<file path="config.mk">
export PLATFORM = sky130hd
export DESIGN_NAME = alien_fleet
export DESIGN_NICKNAME = d
export VERILOG_FILES = /design/src/rtl/invaders_pkg.sv /design/src/rtl/alien_bomb.sv /design/src/rtl/alien_fleet.sv
export SDC_FILE = /design/constraint.sdc
export NUM_CORES = 1
export LEC_CHECK = 0
export BUFFER_PORTS_ARGS = -buffer_cell sky130_fd_sc_hd__buf_2
export CAP_MARGIN = 5
export CORE_AREA = 2 2 159 161
export CTS_BUF_LIST = sky130_fd_sc_hd__clkbuf_8
export DETAILED_ROUTE_END_ITERATION = 6
export DIE_AREA = 0 0 161 163
export GPL_TIMING_DRIVEN = 0
export SYNTH_ARGS = -nofsm -noshare
export SYNTH_HDL_FRONTEND = slang
export SYNTH_SLANG_ARGS = --single-unit
</file>
<file path="constraint.sdc">
create_clock -name clk -period 4.42 [get_ports clk]
set_input_delay 0.663 -clock clk [delete_from_list [all_inputs] [get_ports clk]]
set_output_delay 0.663 -clock clk [all_outputs]
set_load 0.005 [all_outputs]
</file>
<file path="src/rtl/invaders_pkg.sv">
// Shared screen geometry and fleet state encoding for the invaders game blocks.
package invaders_pkg;
    localparam int X_BOUND = 639;
    localparam int Y_BOUND = 479;
    localparam int SHIP_T  = 459;
    localparam int SHIP_B  = 479;
    localparam int TICK_Y  = 481;

    typedef enum logic [2:0] {
        MARCH_R = 3'd0,
        MARCH_L = 3'd1,
        DROP_L  = 3'd2,
        DROP_R  = 3'd3,
        LANDED  = 3'd4,
        CLEARED = 3'd5
    } fleet_state_e;
endpackage

</file>
<file path="src/rtl/alien_bomb.sv">
// Single falling bomb: launch, per-frame fall, bottom-of-screen retire and ship overlap.
module alien_bomb
    import invaders_pkg::*;
#(
    parameter int BOMB_V = 2
)(
    input  logic       clk,
    input  logic       reset,
    input  logic       tick,
    input  logic       launch,
    input  logic       kill,
    input  logic [9:0] launch_x,
    input  logic [9:0] launch_y,
    input  logic [9:0] ship_L,
    input  logic [9:0] ship_R,
    input  logic [9:0] x,
    input  logic [9:0] y,
    output logic       bomb_on,
    output logic       bomb_hit,
    output logic       active
);
    logic        active_q, active_d, hit_q, hit_d;
    logic [9:0]  bx_q, bx_d, by_q, by_d;
    logic [10:0] ny;
    logic        x_ovl, y_ovl;

    // Overlap and retirement are judged on the position the bomb is about to take.
    always_comb begin
        ny       = 11'(by_q) + 11'(BOMB_V);
        x_ovl    = (11'(bx_q) + 11'd1 >= 11'(ship_L)) && (bx_q <= ship_R);
        y_ovl    = (ny + 11'd5 >= 11'(SHIP_T)) && (ny <= 11'(SHIP_B));
        active_d = active_q;
        bx_d     = bx_q;
        by_d     = by_q;
        hit_d    = 1'b0;
        if (kill) begin
            active_d = 1'b0;
        end else if (tick) begin
            if (active_q) begin
                if (x_ovl && y_ovl) begin
                    hit_d    = 1'b1;
                    active_d = 1'b0;
                end else if (ny + 11'd5 >= 11'(Y_BOUND)) begin
                    active_d = 1'b0;
                end else begin
                    by_d = ny[9:0];
                end
            end else if (launch) begin
                active_d = 1'b1;
                bx_d     = launch_x;
                by_d     = launch_y;
            end
        end
    end

    always_ff @(posedge clk) begin
        if (reset) begin
            active_q <= 1'b0;
            hit_q    <= 1'b0;
            bx_q     <= '0;
            by_q     <= '0;
        end else begin
            active_q <= active_d;
            hit_q    <= hit_d;
            bx_q     <= bx_d;
            by_q     <= by_d;
        end
    end

    assign bomb_on  = active_q && (x >= bx_q) && (11'(x) <= 11'(bx_q) + 11'd1)
                    && (y >= by_q) && (11'(y) <= 11'(by_q) + 11'd5);
    assign bomb_hit = hit_q;
    assign active   = active_q;
endmodule

</file>
<file path="src/rtl/alien_fleet.sv">
// Invader fleet: alive bitmap, march/drop FSM, laser hit resolution and bomb launch.
module alien_fleet
    import invaders_pkg::*;
#(
    parameter int COLS      = 8,
    parameter int ROWS      = 4,
    parameter int PITCH_LG2 = 5,
    parameter int ALIEN_W   = 24,
    parameter int ALIEN_H   = 16,
    parameter int START_X   = 40,
    parameter int START_Y   = 32,
    parameter int STEP_X    = 2,
    parameter int DROP_Y    = 8,
    parameter int MOVE_DIV  = 4,
    parameter int BOMB_V    = 2
)(
    input  logic       clk,
    input  logic       reset,
    input  logic       video_on,
    input  logic [9:0] x,
    input  logic [9:0] y,
    input  logic [9:0] laser_T,
    input  logic [9:0] laser_B,
    input  logic [9:0] laser_L,
    input  logic [9:0] laser_R,
    input  logic [9:0] ship_L,
    input  logic [9:0] ship_R,
    output logic       laser_shot,
    output logic       ship_shot,
    output logic       alien_on,
    output logic       bomb_on,
    output logic [5:0] alive_cnt,
    output logic       cleared
);
    localparam int N     = ROWS * COLS;
    localparam int IW    = $clog2(N);
    localparam int PITCH = 1 << PITCH_LG2;

    fleet_state_e  state_q;
    logic [9:0]    fleet_x_q, fleet_y_q;
    logic [N-1:0]  alive_q;
    logic [5:0]    alive_cnt_q;
    logic [7:0]    frame_q, lfsr_q, lfsr_d;
    logic          laser_shot_q, ship_shot_q, cleared_q;

    logic [9:0]    dx, dy, col, row;
    logic [IW-1:0] idx;
    logic          in_grid, alien_px, in_box, hit, tick, marching, step_tick;

    assign tick = (y == 10'(TICK_Y)) && (x == 10'd0);
    assign dx   = x - fleet_x_q;
    assign dy   = y - fleet_y_q;
    assign col  = dx >> PITCH_LG2;
    assign row  = dy >> PITCH_LG2;
    assign idx  = IW'(row * 10'(COLS) + col);

    // Explicit >= compares keep pixels left of / above the fleet from wrapping into the grid.
    assign in_grid  = (x >= fleet_x_q) && (y >= fleet_y_q)
                    && (col < 10'(COLS)) && (row < 10'(ROWS))
                    && ((dx & 10'(PITCH - 1)) < 10'(ALIEN_W))
                    && ((dy & 10'(PITCH - 1)) < 10'(ALIEN_H));
    assign alien_px = in_grid && alive_q[idx] && (state_q != CLEARED);
    assign in_box   = (x >= laser_L) && (x <= laser_R) && (y >= laser_T) && (y <= laser_B);
    assign hit      = video_on && alien_px && in_box && !laser_shot_q && (laser_T > 10'd1);

    logic [COLS-1:0] col_any;
    logic [ROWS-1:0] row_any;
    logic [2:0]      lcol, rcol, lc;
    logic [1:0]      brow, lrow;

    always_comb begin
        col_any = '0;
        row_any = '0;
        lcol    = '0;
        rcol    = '0;
        brow    = '0;
        lrow    = '0;
        lc      = 3'({1'b0, lfsr_q[5:3]} % 4'(COLS));
        for (int r = 0; r < ROWS; r++)
            for (int c = 0; c < COLS; c++)
                if (alive_q[r*COLS + c]) begin
                    col_any[c] = 1'b1;
                    row_any[r] = 1'b1;
                end
        for (int c = COLS - 1; c >= 0; c--)
            if (col_any[c]) lcol = 3'(c);
        for (int c = 0; c < COLS; c++)
            if (col_any[c]) rcol = 3'(c);
        for (int r = 0; r < ROWS; r++) begin
            if (row_any[r]) brow = 2'(r);
            if (alive_q[r*COLS + int'(lc)]) lrow = 2'(r);
        end
    end

    logic [10:0] right_edge, left_edge, bottom;
    assign right_edge = 11'(fleet_x_q) + (11'(rcol) << PITCH_LG2) + 11'(ALIEN_W - 1);
    assign left_edge  = 11'(fleet_x_q) + (11'(lcol) << PITCH_LG2);
    assign bottom     = 11'(fleet_y_q) + (11'(brow) << PITCH_LG2) + 11'(ALIEN_H - 1);

    assign lfsr_d    = {1'b0, lfsr_q[7:1]} ^ (lfsr_q[0] ? 8'hB8 : 8'h00);
    assign marching  = (state_q == MARCH_R) || (state_q == MARCH_L)
                    || (state_q == DROP_L)  || (state_q == DROP_R);
    assign step_tick = tick && (frame_q == 8'(MOVE_DIV - 1));

    logic       launch, bomb_hit, bomb_active, bomb_kill;
    logic [9:0] launch_x, launch_y;
    assign launch    = tick && marching && !ship_shot_q && (lfsr_q[2:0] == 3'd0) && col_any[lc];
    assign launch_x  = fleet_x_q + (10'(lc) << PITCH_LG2) + 10'(ALIEN_W / 2 - 1);
    assign launch_y  = fleet_y_q + (10'(lrow) << PITCH_LG2) + 10'(ALIEN_H);
    assign bomb_kill = (alive_cnt_q == 6'd0);

    alien_bomb #(.BOMB_V(BOMB_V)) u_bomb (
        .clk      (clk),
        .reset    (reset),
        .tick     (tick),
        .launch   (launch),
        .kill     (bomb_kill),
        .launch_x (launch_x),
        .launch_y (launch_y),
        .ship_L   (ship_L),
        .ship_R   (ship_R),
        .x        (x),
        .y        (y),
        .bomb_on  (bomb_on),
        .bomb_hit (bomb_hit),
        .active   (bomb_active)
    );

    always_ff @(posedge clk) begin
        if (reset) begin
            state_q      <= MARCH_R;
            fleet_x_q    <= 10'(START_X);
            fleet_y_q    <= 10'(START_Y);
            alive_q      <= '1;
            alive_cnt_q  <= 6'(N);
            frame_q      <= '0;
            lfsr_q       <= 8'hA5;
            laser_shot_q <= 1'b0;
            ship_shot_q  <= 1'b0;
            cleared_q    <= 1'b0;
        end else begin
            // A retracted laser re-arms even if it grazed an alien this cycle.
            if (laser_T <= 10'd1) laser_shot_q <= 1'b0;
            else if (hit)         laser_shot_q <= 1'b1;
            if (hit) begin
                alive_q[idx] <= 1'b0;
                alive_cnt_q  <= alive_cnt_q - 6'd1;
            end
            if (bomb_hit) ship_shot_q <= 1'b1;
            if (tick) begin
                lfsr_q  <= lfsr_d;
                frame_q <= (frame_q == 8'(MOVE_DIV - 1)) ? 8'd0 : frame_q + 8'd1;
            end
            if (alive_cnt_q == 6'd0 && marching) begin
                state_q   <= CLEARED;
                cleared_q <= 1'b1;
            end else if (step_tick && marching && !ship_shot_q) begin
                if (bottom >= 11'(SHIP_T)) begin
                    state_q     <= LANDED;
                    ship_shot_q <= 1'b1;
                end else begin
                    case (state_q)
                        MARCH_R:
                            if (right_edge + 11'(STEP_X) > 11'(X_BOUND)) state_q <= DROP_L;
                            else fleet_x_q <= fleet_x_q + 10'(STEP_X);
                        MARCH_L:
                            if (left_edge < 11'(STEP_X)) state_q <= DROP_R;
                            else fleet_x_q <= fleet_x_q - 10'(STEP_X);
                        DROP_L: begin
                            fleet_y_q <= fleet_y_q + 10'(DROP_Y);
                            state_q   <= MARCH_L;
                        end
                        DROP_R: begin
                            fleet_y_q <= fleet_y_q + 10'(DROP_Y);
                            state_q   <= MARCH_R;
                        end
                        default: ;
                    endcase
                end
            end
        end
    end

    assign laser_shot = laser_shot_q;
    assign ship_shot  = ship_shot_q;
    assign alien_on   = alien_px;
    assign alive_cnt  = alive_cnt_q;
    assign cleared    = cleared_q;
endmodule
</file>
==> run summary <==
LOGIC SYNTHESIS
---------------------------------------------------------------------------
Syn_area_per_cell ............................................     8.07 µm²
Ranking of synthesized cells by area ......................... dfxtp_1, ha_1, inv_1
Cells after Synth ............................................         1198
Dominant cell type by area after synthesis ...................      dfxtp_1
Synth cell types .............................................           77
Fraction of registers with async set/reset ...................            0
Yosys top cell area share ....................................        0.201
Netlist Area Pre-Place .......................................  0.00967 mm²
Synth Net Count ..............................................         1435
Leading cell types by count after synthesis .................. ha_1, inv_1, nor2_1
Number of synthesized flops with an enable pin ...............            0
Register bit total from synthesis ............................           97
Yosys synthesis warning count ................................            0
Share of synthesized area occupied by flip-flops and latches .        0.201
Ys flop type .................................................      dfxtp_1
Top-count cell post-synth ....................................         ha_1

FLOORPLAN
---------------------------------------------------------------------------
Total core area ..............................................   0.0247 mm²
Height of the chip ...........................................       163 µm
Initial Util .................................................        0.392
Full die area ................................................   0.0262 mm²
Num rows .....................................................           58
Floorplan die width ..........................................       161 µm
IO Count .....................................................           94

CRITICAL PATH
---------------------------------------------------------------------------
Worst endpoint required time .................................      3760 ps
Critical path data arrival time ..............................      3580 ps
CP max FO ....................................................            6
Crit path capture type .......................................  output port
Critical path class ..........................................   reg -> out
Startpoint type of the worst setup path ......................    flip-flop

TIMING
---------------------------------------------------------------------------
Slew Viols, Final ............................................            0
Ratio of final minimum period to clock period ................        0.960
Worst setup margin ...........................................       178 ps
Worst slew margin ............................................        0.400
Final critical-path required period ..........................      4240 ps
Final Hold Fails .............................................            0
Timing-limited maximum frequency .............................      236 MHz
Final sum of negative setup slack ............................         0 ps
Fin Clk Skew .................................................      21.5 ps
Final-report setup violation count ...........................            0
Fin Hold WS ..................................................       486 ps
Slew at the pin closest to its max-slew limit ................       900 ps
Unrepaired setup endpoints after global routing ..............        false

CLOCK TREE
---------------------------------------------------------------------------
Clk Latency, worst-skew pair .................................       410 ps
CTS H-tree depth .............................................            3
Count of clock tree sinks ....................................           97
CTS Root Buffer Type .........................................     clkbuf_8
Max Root-Sink Buffers ........................................            2
CTS Buf Count ................................................            9
TritonCTS clock tree .........................................          yes
CTS clk-pin slew, worst paths ................................       120 ps
Hold Buf Count CTS ...........................................            0

PLACE
---------------------------------------------------------------------------
Cells after DPL ..............................................         1621
Placer's final routability congestion estimate ...............        0.939
Post-DP HPWL .................................................      22.3 mm
Placed standard-cell area ....................................   0.0105 mm²
Pre-CTS setup slack ..........................................      -515 ps
Count of input and output buffers ............................           93

GLOBAL ROUTING
---------------------------------------------------------------------------
Pin count of the biggest net entering global routing .........           21
Initial antenna violation count ..............................            1
Via count of the first global-routing pass ...................         8591
Global router's overall resource usage .......................        0.213
Wire length of the first global-routing pass .................      44.6 mm
Remaining global-route overflow ..............................            0

RUN STATUS
---------------------------------------------------------------------------
Run status ................................................... complete, no violations

JOB
---------------------------------------------------------------------------
Count of maximum capacitance violations ......................            0

ROUTE
---------------------------------------------------------------------------
Per-cell via count in the routed design ......................         5.58
First DRT Iteration DRCs .....................................          614
DRT antenna net count ........................................            0
Total via count in the routed design .........................         9203
Wire length per cell after detailed routing ..................      17.1 µm
# DRC ........................................................            0
First-pass detailed-route iteration total ....................            6
Wirelength, routed ...........................................      28.2 mm

POWER
---------------------------------------------------------------------------
Sw Pwr .......................................................       664 µW
Share of power burned in the clock network ...................        0.314
Leakage power total ..........................................      4.70 nW
Highest ir drop seen on vdd ..................................     0.132 mV
Internal .....................................................      1.30 mW
Sw Ratio .....................................................        0.338
Total power density per cell area ............................   178 mW/mm²
Total chip power .............................................      1.96 mW
Sequential share of power ....................................        0.444
Combinational share of power .................................        0.242

LAYOUT
---------------------------------------------------------------------------
Post-Layout Cell Count .......................................         1650
Total non-filler cell area in the finished layout ............   0.0110 mm²
Ratio of cells with drive above 1 in the final layout ........        0.142
Nets .........................................................         1552
Diode insertion count for antenna repair .....................            0
Post-Route Utilization .......................................        0.448
Filler Cells Inserted ........................................         2543
Area added between synthesis and finish ......................        14.2%

HOLD PATH
---------------------------------------------------------------------------
Hold Path Class ..............................................   reg -> reg

-- critical path: stages, from the launching register on --
cell and delay (ps):
dfxtp_1 390, inv_2 90, ha_1 280, nor2b_4 150
o31ai_4 340, buf_4 230, mux2i_1 180, a221oi_1 350
mux2i_1 150, mux4_2 580, o21ai_4 240, nor2_4 60
buf_2 130
-- cells by family (layout without fill, tap and decap cells) --
kind of cell,Yosys count,after routing,synth area share
DFF,97,97,0.201
xor gates and xnor gates,63,63,0.0578
muxes,54,54,0.0709
buffers and inverters,160,282,0.0653
and+or+nand+nor,377,377,0.195
adders and majority gates,154,154,0.202
AOI/OAI and AO/OA,293,293,0.208
-- layout by cell type (no fill, tap or decap), drive strengths merged, types with 8 or more instances in the layout --
master  count
and2        8
o21a       21
clkbuf     33
xnor2      46
or3        10
nor4       28
a31oi      42
nand2      71
a211oi     12
a21o       24
ha        150
nand2b     11
nor2      116
nor3       29
a221oi     10
a21oi      61
nand4      19
inv       126
o21ai      50
mux4       11
o211ai      9
nand3      30
xor2       17
dfxtp      97
buf       120
mux2i      40
nor2b      21
-- path summary, 6_finish.rpt --
kind             endpoint  depth (start not counted)  slack [ps]    startpoint
max reg2reg  fleet_x_q[3]                         13         180   alive_q[21]
min             lfsr_q[7]                          2         490     lfsr_q[7]
max              alien_on                         12         180  fleet_x_q[2]
min reg2reg     lfsr_q[7]                          2         490     lfsr_q[7]
-- flip-flops by register name, indices dropped and copies added (netlist names), 3 cells and up --
| name | flops |
|---|---|
| fleet_x_q | 9 |
| lfsr_q | 8 |
| u_bomb.bx_q | 10 |
| state_q | 3 |
| frame_q | 8 |
| alive_cnt | 6 |
| fleet_y_q | 7 |
| u_bomb.by_q | 9 |
| alive_q | 32 |
-- repair_timing --
action                     4_1_cts  5_1_grt
gates resized for setup         16       20
buffers inserted                 7        6
pin swaps                        6        7
setup endpoints to repair        6        9
-- power by group through the flow --
stage	Combinational (mW)	Clock (mW)	Sequential, mW
2_1_floorplan	0.266	0	0.894
6_report	0.475	0.615	0.871
4_1_cts	0.452	0.626	0.873
3_5_place_dp	0.411	0	0.894
3_3_place_gp	0.406	0	0.894
5_1_grt	0.524	0.654	0.872
-- layout make-up --
| cell class | count | area, µm² | area share |
|---|---|---|---|
| Multi-Input combinational cell | 941 | 7250 | 0.657 |
| Timing Repair Buffer | 106 | 582 | 0.0527 |
| Clock buffer | 9 | 124 | 0.0112 |
| Buffer | 38 | 178 | 0.0161 |
| Tap cell | 330 | 413 | 0.0374 |
| Sequential cell | 97 | 1960 | 0.177 |
| Inverter | 122 | 458 | 0.0414 |
| Clock inverter | 7 | 81.3 | 0.00736 |
-- routing by layer --
metal | wire [µm] | track usage | vias to the layer above
li1 | - | - | 4593
met1 | 12800 | 0.275 | 4289
met5 | 13 | 0 | -
met3 | 1400 | 0.0247 | 57
met2 | 13200 | 0.366 | 262
met4 | 811 | 0.0763 | 2
Note: power is estimated with default switching activity, not from simulation.
